<file path="src/rtl/spr_ram_pkg.sv">
// rtl/spr_ram_pkg.sv - command encodings and FSM states for the burst RAM
package spr_ram_pkg;

  localparam logic [1:0] CMD_WR_ADDR  = 2'b00;
  localparam logic [1:0] CMD_WR_DATA  = 2'b01;
  localparam logic [1:0] CMD_RD_ADDR  = 2'b10;
  localparam logic [1:0] CMD_RD_BURST = 2'b11;

  typedef enum logic {
    S_IDLE  = 1'b0,
    S_BURST = 1'b1
  } spr_state_e;

endpackage

</file>
<file path="src/rtl/spr_mem_core.sv">
// rtl/spr_mem_core.sv - storage array: synchronous write, combinational read index
module spr_mem_core #(
  parameter int WIDTH  = 8,
  parameter int ADDR_W = 8
) (
  input  logic              clk,
  input  logic              wr_en_i,
  input  logic [ADDR_W-1:0] wr_addr_i,
  input  logic [WIDTH-1:0]  wr_data_i,
  input  logic [ADDR_W-1:0] rd_addr_i,
  output logic [WIDTH-1:0]  rd_data_o
);

  localparam int DEPTH = 2 ** ADDR_W;

  logic [WIDTH-1:0] mem_q [DEPTH];

  // Contents are deliberately not reset.
  always_ff @(posedge clk) begin
    if (wr_en_i) begin
      mem_q[wr_addr_i] <= wr_data_i;
    end
  end

  assign rd_data_o = mem_q[rd_addr_i];

endmodule

</file>
<file path="src/rtl/spr_cmd_ram_burst.sv">
// rtl/spr_cmd_ram_burst.sv - command-driven RAM with read bursts; optional parity via SPR_RAM_PARITY_EN
module spr_cmd_ram_burst
  import spr_ram_pkg::*;
#(
  parameter int DATA_W   = 8,
  parameter int ADDR_W   = 8,
  parameter int AUTO_INC = 1
) (
  input  logic              clk,
  input  logic              rst_n,
  input  logic              rx_valid,
  output logic              rx_ready,
  input  logic [DATA_W+1:0] din,
  output logic              tx_valid,
  input  logic              tx_ready,
  output logic [DATA_W-1:0] dout,
  output logic              busy
`ifdef SPR_RAM_PARITY_EN
  ,
  output logic              par_err
`endif
);

`ifdef SPR_RAM_PARITY_EN
  localparam int PAR_W = 1;
`else
  localparam int PAR_W = 0;
`endif
  localparam int MEM_W = DATA_W + PAR_W;

  spr_state_e        state_q;
  logic [ADDR_W-1:0] addr_wr_q;
  logic [ADDR_W-1:0] addr_rd_q;
  logic [DATA_W-1:0] remaining_q;
  logic [DATA_W-1:0] dout_q;
  logic              tx_valid_q;

  logic [1:0]        cmd;
  logic [DATA_W-1:0] payload;
  logic              accept;
  logic              wr_en;
  logic [MEM_W-1:0]  wr_word;
  logic [ADDR_W-1:0] rd_idx_d;
  logic [MEM_W-1:0]  rd_word;

  assign cmd     = din[DATA_W+1:DATA_W];
  assign payload = din[DATA_W-1:0];
  assign accept  = rx_valid && (state_q == S_IDLE);
  assign wr_en   = accept && (cmd == CMD_WR_DATA);

`ifdef SPR_RAM_PARITY_EN
  assign wr_word = {^payload, payload};
`else
  assign wr_word = payload;
`endif

  // In BURST the next word to load is always one past the word being handed off.
  assign rd_idx_d = (state_q == S_BURST) ? addr_rd_q + ADDR_W'(1) : addr_rd_q;

  spr_mem_core #(
    .WIDTH  (MEM_W),
    .ADDR_W (ADDR_W)
  ) u_mem (
    .clk       (clk),
    .wr_en_i   (wr_en),
    .wr_addr_i (addr_wr_q),
    .wr_data_i (wr_word),
    .rd_addr_i (rd_idx_d),
    .rd_data_o (rd_word)
  );

`ifdef SPR_RAM_PARITY_EN
  logic par_err_q;
  assign par_err = par_err_q;

  always_ff @(posedge clk) begin
    if (!rst_n) begin
      par_err_q <= 1'b0;
    end else if ((state_q == S_IDLE && accept && cmd == CMD_RD_BURST) ||
                 (state_q == S_BURST && tx_valid_q && tx_ready && remaining_q != '0)) begin
      par_err_q <= ^rd_word;
    end
  end
`endif

  always_ff @(posedge clk) begin
    if (!rst_n) begin
      state_q     <= S_IDLE;
      addr_wr_q   <= '0;
      addr_rd_q   <= '0;
      remaining_q <= '0;
      dout_q      <= '0;
      tx_valid_q  <= 1'b0;
    end else begin
      case (state_q)
        S_IDLE: begin
          if (accept) begin
            case (cmd)
              CMD_WR_ADDR: addr_wr_q <= payload[ADDR_W-1:0];
              CMD_WR_DATA: begin
                if (AUTO_INC != 0) begin
                  addr_wr_q <= addr_wr_q + ADDR_W'(1);
                end
              end
              CMD_RD_ADDR: addr_rd_q <= payload[ADDR_W-1:0];
              default: begin
                remaining_q <= payload;
                dout_q      <= rd_word[DATA_W-1:0];
                tx_valid_q  <= 1'b1;
                state_q     <= S_BURST;
              end
            endcase
          end
        end
        S_BURST: begin
          if (tx_valid_q && tx_ready) begin
            addr_rd_q <= addr_rd_q + ADDR_W'(1);
            if (remaining_q != '0) begin
              remaining_q <= remaining_q - DATA_W'(1);
              dout_q      <= rd_word[DATA_W-1:0];
            end else begin
              tx_valid_q <= 1'b0;
              state_q    <= S_IDLE;
            end
          end
        end
        default: state_q <= S_IDLE;
      endcase
    end
  end

  assign rx_ready = (state_q == S_IDLE);
  assign busy     = (state_q == S_BURST);
  assign tx_valid = tx_valid_q;
  assign dout     = dout_q;

endmodule

</file>
<file path="config.mk">
export PLATFORM = sky130hd
export DESIGN_NAME = spr_cmd_ram_burst
export DESIGN_NICKNAME = d
export VERILOG_FILES = /design/src/rtl/spr_ram_pkg.sv /design/src/rtl/spr_mem_core.sv /design/src/rtl/spr_cmd_ram_burst.sv
export SDC_FILE = /design/constraint.sdc
export NUM_CORES = 2
export LEC_CHECK = 0
export ABC_AREA = 1
export CELL_PAD_IN_SITES_DETAIL_PLACEMENT = 1
export CELL_PAD_IN_SITES_GLOBAL_PLACEMENT = 1
export CORE_MARGIN = 2
export CORE_UTILIZATION = 56
export CTS_CLUSTER_DIAMETER = 50
export DETAILED_ROUTE_END_ITERATION = 7
export PLACE_DENSITY_LB_ADDON = 0.1
export SLEW_MARGIN = 25
export SYNTH_ARGS = -nofsm -noshare
export SYNTH_HDL_FRONTEND = slang
export SYNTH_HIERARCHICAL = 1
export SYNTH_SLANG_ARGS = --single-unit
export TNS_END_PERCENT = 5
</file>
<file path="constraint.sdc">
create_clock -name clk -period 5.6 [get_ports clk]
set_input_delay 0.84 -clock clk [delete_from_list [all_inputs] [get_ports clk]]
set_output_delay 0.84 -clock clk [all_outputs]
set_load 0.1 [all_outputs]
</file>
Word level (Yosys, flattened, before mapping). Memory sizes are Yosys's and may differ from the RTL's. Index checks and enable logic that the tools add are counted.

Memories kept: 1. Register bits after elaboration: 34. RAM bits: 2048. Output and inout port bits: 11. Input bits: 14.

Bitwise operators: 1. Reduce and logical (&&, ||, !) cells: 11. $add $sub $neg: 3. Equal/unequal tests: 8. Mux-type cells: 28.

Memory list: u_mem.mem_q (depth 256, width 8, read ports 1, clocked after Yosys merged registers in 0, wr ports 1, line spr_mem_core.sv:16) `logic [WIDTH-1:0] mem_q [DEPTH];`.

Operators by type and width (count): $mux W8 (12); $pmux W8 S2 (4); $add A8 B1 Y8 const B (2); $mux W1 (10); $ne A2 B1 Y1 const B (4); $reduce_and A4 Y1 (2); $reduce_bool A8 Y1 (1); $sub A8 B1 Y8 const B (1); $reduce_and A3 Y1 (2); $ne A2 B2 Y1 const B (2); $pmux W1 S2 (2); $logic_and A1 B1 Y1 (3); $reduce_or A3 Y1 (1); $eq A2 B1 Y1 const B (1); $eq A2 B2 Y1 const B (1); $logic_not A2 Y1 (1); $reduce_bool A2 Y1 (1); $not A1 Y1 (1).

Depth between registers and ports, before layout. An unclocked memory read counts as a cell.

Word-level depth: 6. Mapped depth: 21. Gate-level depth less buffers: 16.

Modules after synthesis. Netlist, hierarchy kept.

Modules (own cells, without submodules): spr_mem_core (cells each 6995, area each 83236.1 sq um, times used 1); spr_cmd_ram_burst (cells each 314, area each 2001.9 sq um, times used 1).

Worst setup path after synthesis. No wires, ideal clock.

Path kind: reg2reg. Start: register state_q, in the netlist busy. End: register dout_q[1], in the netlist dout[1]. Path buffers: 3. Setup slack: 2328 ps. Stages on the path, launching flop included: 17. Arrival: 3155 ps. Cell sequence: dfxtp_1 > inv_2 > buf_2 > nor2_1 > nand2_1 > o21ai_0 > clkbuf_1 > clkbuf_1 > nand3_1 > nand3_1 > nand3_1 > nand3_1 > nand2_1 > nand2_1 > nand2_1 > o21ai_0 > nor2_1.

Elaborated cells between the ends (all ways): 14. Classes of those cells: 4 x eq/ne; 6 x mux; 1 x bitwise; 2 x reduce/logical; 1 x memory.

RTL lines: from (decl) (line spr_cmd_ram_burst.sv:31) `spr_state_e state_q;`; from (signal assigned) (line spr_cmd_ram_burst.sv:88) `state_q <= S_IDLE;`; from (signal assigned) (line spr_cmd_ram_burst.sv:110) `state_q <= S_BURST;`; from (signal assigned) (line spr_cmd_ram_burst.sv:123) `state_q <= S_IDLE;`; $not A1 Y1 (no line) *; net rx_ready (line spr_cmd_ram_burst.sv:12) `output logic rx_ready,`; $logic_and A1 B1 Y1 (line spr_cmd_ram_burst.sv:48) `assign accept = rx_valid && (state_q == S_IDLE);`; $ne A2 B1 Y1 (no line); $reduce_and A4 Y1 (no line); to (signal assigned) (line spr_cmd_ram_burst.sv:108) `dout_q <= rd_word[DATA_W-1:0];`; to (signal assigned) (line spr_cmd_ram_burst.sv:120) `dout_q <= rd_word[DATA_W-1:0];`; to (decl) (line spr_cmd_ram_burst.sv:35) `logic [DATA_W-1:0] dout_q;`.

The timed path passes the listed nets; every way through them passes the cells marked *. The select of a mux whose other input is x is not followed. A chain may end at the register's enable or synchronous reset.

Worst setup path in the final report.
Start: register state_q, in the netlist busy. End: register dout_q[3], in the netlist dout[3].

Longest elaborated chain between the ends: 5. Elaborated cells between the ends (all ways): 14. Classes of those cells: 4 x eq/ne; 6 x mux; 1 x bitwise; 2 x reduce/logical; 1 x memory.

RTL lines: $mux W8 * (line spr_cmd_ram_burst.sv:58) `assign rd_idx_d = (state_q == S_BURST) ? addr_rd_q + ADDR_W'(1) : addr_rd_q;`; net rd_idx_d[0] (line spr_cmd_ram_burst.sv:43) `logic [ADDR_W-1:0] rd_idx_d;`; $mem_v2 Z256 W8 *; net rd_word[3] (line spr_cmd_ram_burst.sv:44) `logic [MEM_W-1:0] rd_word;`; $mux W8, on equally long branches (line spr_cmd_ram_burst.sv:118, spr_cmd_ram_burst.sv:98); $mux W8, on equally long branches (line spr_cmd_ram_burst.sv:116, spr_cmd_ram_burst.sv:97); $pmux W8 S2 * (line spr_cmd_ram_burst.sv:95) `case (state_q)`.

Marked as above.

==> flow_summary.ini <==
[worst_setup_path]
worst_path_class_setup = flip-flop to flip-flop
r2r.worst_path.cells = 17
end_kind = flip-flop
setup.worst_path.start_class = flip-flop
cp_data_arrival_time_ns = 5.35
timing.critical_path.required_ns = 6.34
timing.critical_path.fanout_max = 167

[timing]
rsz0062_at_grt = false
max_freq_ghz = 0.217
post-route-period-util_pct = 82.3
postLayoutSetupSlackWorst_ns = 0.989
fin_hold_ws_ns = 0.414
timing.final.setup_violations = 0
finalSetupTns_ns = 0
worst_clock_skew_ns = 0.0239
final-max-slew-violation-count = 0
final_hold_violating_endpoints = 0
min_period_ns = 4.61
timing.slew.headroom_pct = 26.6
max_slew.worst_pin.slew_ns = 1.10

[cts]
cts_buffer_depth = 3
cts_root_buf = sky130_fd_sc_hd__clkbuf_16
path_clk_slew_ns = 0.06
cts_inserted_buffers = 215
post_cts_resized = 0
cts.repair_timing.setup_buffer_count = 0
clock_latency_on_the_worst_skew_pair_ns = 0.84
cts_hold_buf = 0
clock_tree.htree_level_count = 4
cts_tree = yes
cts.sinks = 2082

[finish]
area_overhead_vs_synth_pct = 10.0
finalNetCount = 7180
layout.core_utilization_pct = 61.9
final_layout_size_suffix_gt1_share_pct = 6.30
finish.cell_count_without_fillers = 9367

[placed_design]
pre_cts_slack_ns = 0.775
placedCellCount = 8975
finalWeightedCongestion = 0.887
detailedPlacementHpwl_mm = 148
port_buffers = 24

[floorplanning]
ios = 25
start_util_pct = 56.2
floorplan.die_area_mm2 = 0.155
placeableCoreArea_mm2 = 0.152
die_y_um = 394
placement_rows = 143
die-width_um = 394

[detailed_routing]
initialDrtViolationCount = 6945
drt-total-wl_mm = 262
via_count = 59000
antenna_left = 0
routedWlPerCell_um = 28.0
detailedRoute.firstPassIterationCount = 5
drcViolationCount = 0
vias_per_cell = 6.30

[logic_synthesis]
synth_top_area_share_pct = 72.1
most_common_library_cells_after_synthesis = sky130_fd_sc_hd__nand2_1, sky130_fd_sc_hd__edfxtp_1, sky130_fd_sc_hd__nand3_1
synth_async_sr_flop_share_pct = 0
syn-cell-area_mm2 = 0.0852
yosysMostFrequentCell = sky130_fd_sc_hd__nand2_1
netlist-cell-type-count = 32
leading_cell_types_by_total_area_after_synthesis = sky130_fd_sc_hd__edfxtp_1, sky130_fd_sc_hd__nand3_1, sky130_fd_sc_hd__nand2_1, sky130_fd_sc_hd__buf_2, sky130_fd_sc_hd__nor2_1
synthesized_nets = 7327
synth_ff_type = sky130_fd_sc_hd__edfxtp_1
ffs_latches_synth = 2082
synthesis.instances = 7309
synth-edff-count = 2048
netlist.top_cell.by_area = sky130_fd_sc_hd__edfxtp_1
yosysSeqAreaShare_pct = 72.9
syn_avg_cell_area_um2 = 11.7
synth_warn = 6

[global_routing]
met3_usage_pct = 5.13
grt_first_pass_wirelength_mm = 391
grt_start_max_net_pins = 169
grt_pass1_vias = 61500
met2_track_demand_over_resource_pct = 54.8
remaining_overflow_grt = 0
global_routing_usage_on_met1_pct = 45.1
grt_antenna_before_repair = 6
globalRouteTotalUtil_pct = 33.7
grt_most_used_layer = met2

[pwr]
worst_ir_drop_vdd_uv = 313
power_per_cell_area_mw_per_mm2 = 380
power.leakage_nw = 32.3

[hold_path]
min_delay_path_depth = 1
holdCritPathClass = input port to flip-flop

[job]
max_cap_violations = 0

[run_status]
run_status = finished clean
[cell families (layout without fill, tap and decap cells)]
| kind of cell | count (synthesis) | in the layout | synth area share [%] |
|---|---|---|---|
| compound gates | 73 | 73 | 0.464 |
| fa+ha+maj | 4 | 4 | 0.0587 |
| buf+inv | 563 | 590 | 3.27 |
| flops | 2082 | 2082 | 72.9 |
| other cells | 0 | 1 | 0 |
| simple gates | 4587 | 4587 | 23.3 |
[registers in the layout, summed over array words and instances (netlist names)]
register / flops
dout: 8
busy: 1
tx_valid: 1
addr_rd_q: 8
u_mem/mem_q: 2048
addr_wr_q: 8
remaining_q: 8
[path summary, 6_finish.rpt]
path                   from                   to  slack, ns
max                    busy              dout[3]       0.99
min reg2reg  remaining_q[1]       remaining_q[1]       0.52
max reg2reg            busy              dout[3]       0.99
min                  din[4]  u_mem/mem_q[253][4]       0.41
[through the flow]
stage / power (mW) / area [um^2]
2_1_floorplan: 20.2 / 85200
3_3_place_gp: 21.6 / 86900
3_5_place_dp: 21.8 / 86900
4_1_cts: 35.7 / 93800
5_1_grt: 36.6 / 93800
6_report: 35.6 / 93800
[where the power goes]
| group | total, mW | switching, mW | internal [mW] |
|---|---|---|---|
| Sequential | 17.2 | 0.0252 | 17.1 |
| Clock | 14.1 | 6.04 | 8.04 |
| Combinational | 4.39 | 3.34 | 1.05 |
[cells in the final DEF, fill, tap and decap left out, drive strengths merged]
cell type      instances
buf                  113
a31oi                  6
edfxtp              2048
or2                    1
nand2               2199
o211ai                 1
clkbuf               263
inv                   80
o21ai                 41
diode                  1
nand3               2038
clkdlybuf4s50         15
a21oi                 20
ha                     4
clkinvlp               7
o21a                   1
bufinv                19
nand4                  3
clkinv                93
nand3b                 1
o22ai                  3
nor2                 345
dfxtp                 34
a21o                   1
[worst max-delay path: stages, from the launching register on]
cell and delay [ns]:
sky130_fd_sc_hd__dfxtp_1 0.35, sky130_fd_sc_hd__inv_2 0.17, sky130_fd_sc_hd__or2_2 0.36, sky130_fd_sc_hd__nand2_4 0.58, sky130_fd_sc_hd__inv_16 0.36, sky130_fd_sc_hd__buf_12 0.44, sky130_fd_sc_hd__nand2_1 0.11, sky130_fd_sc_hd__nand3_1 0.11
sky130_fd_sc_hd__nand3_1 0.19, sky130_fd_sc_hd__nand3_1 0.15, sky130_fd_sc_hd__nand3_1 0.20, sky130_fd_sc_hd__nand3_1 0.15, sky130_fd_sc_hd__nand3_1 0.24, sky130_fd_sc_hd__nand2_1 0.15, sky130_fd_sc_hd__nand2_1 0.24, sky130_fd_sc_hd__nand2_1 0.13
sky130_fd_sc_hd__o21ai_0 0.20, sky130_fd_sc_hd__nor2_1 0.05
[final cells by class]
type,count,area [um^2]
tap,2030,2540
fill,15000,57800
timing repair buffer,128,1530
sequential,2082,62200
multi-input combinational,4664,20400
inverter,71,300
clock buffer,263,5670
antenna,1,2.50
clock inverter,128,1190
[per-layer routing]
metal	wire length, um	part of all wire [%]	up-vias
met5	32	0.012	-
met4	12400	4.7	6
met3	20500	7.8	654
met2	127000	48	2706
met1	102000	39	30100
li1	-	-	25600
No activity file was read; power rests on OpenSTA's default activity.
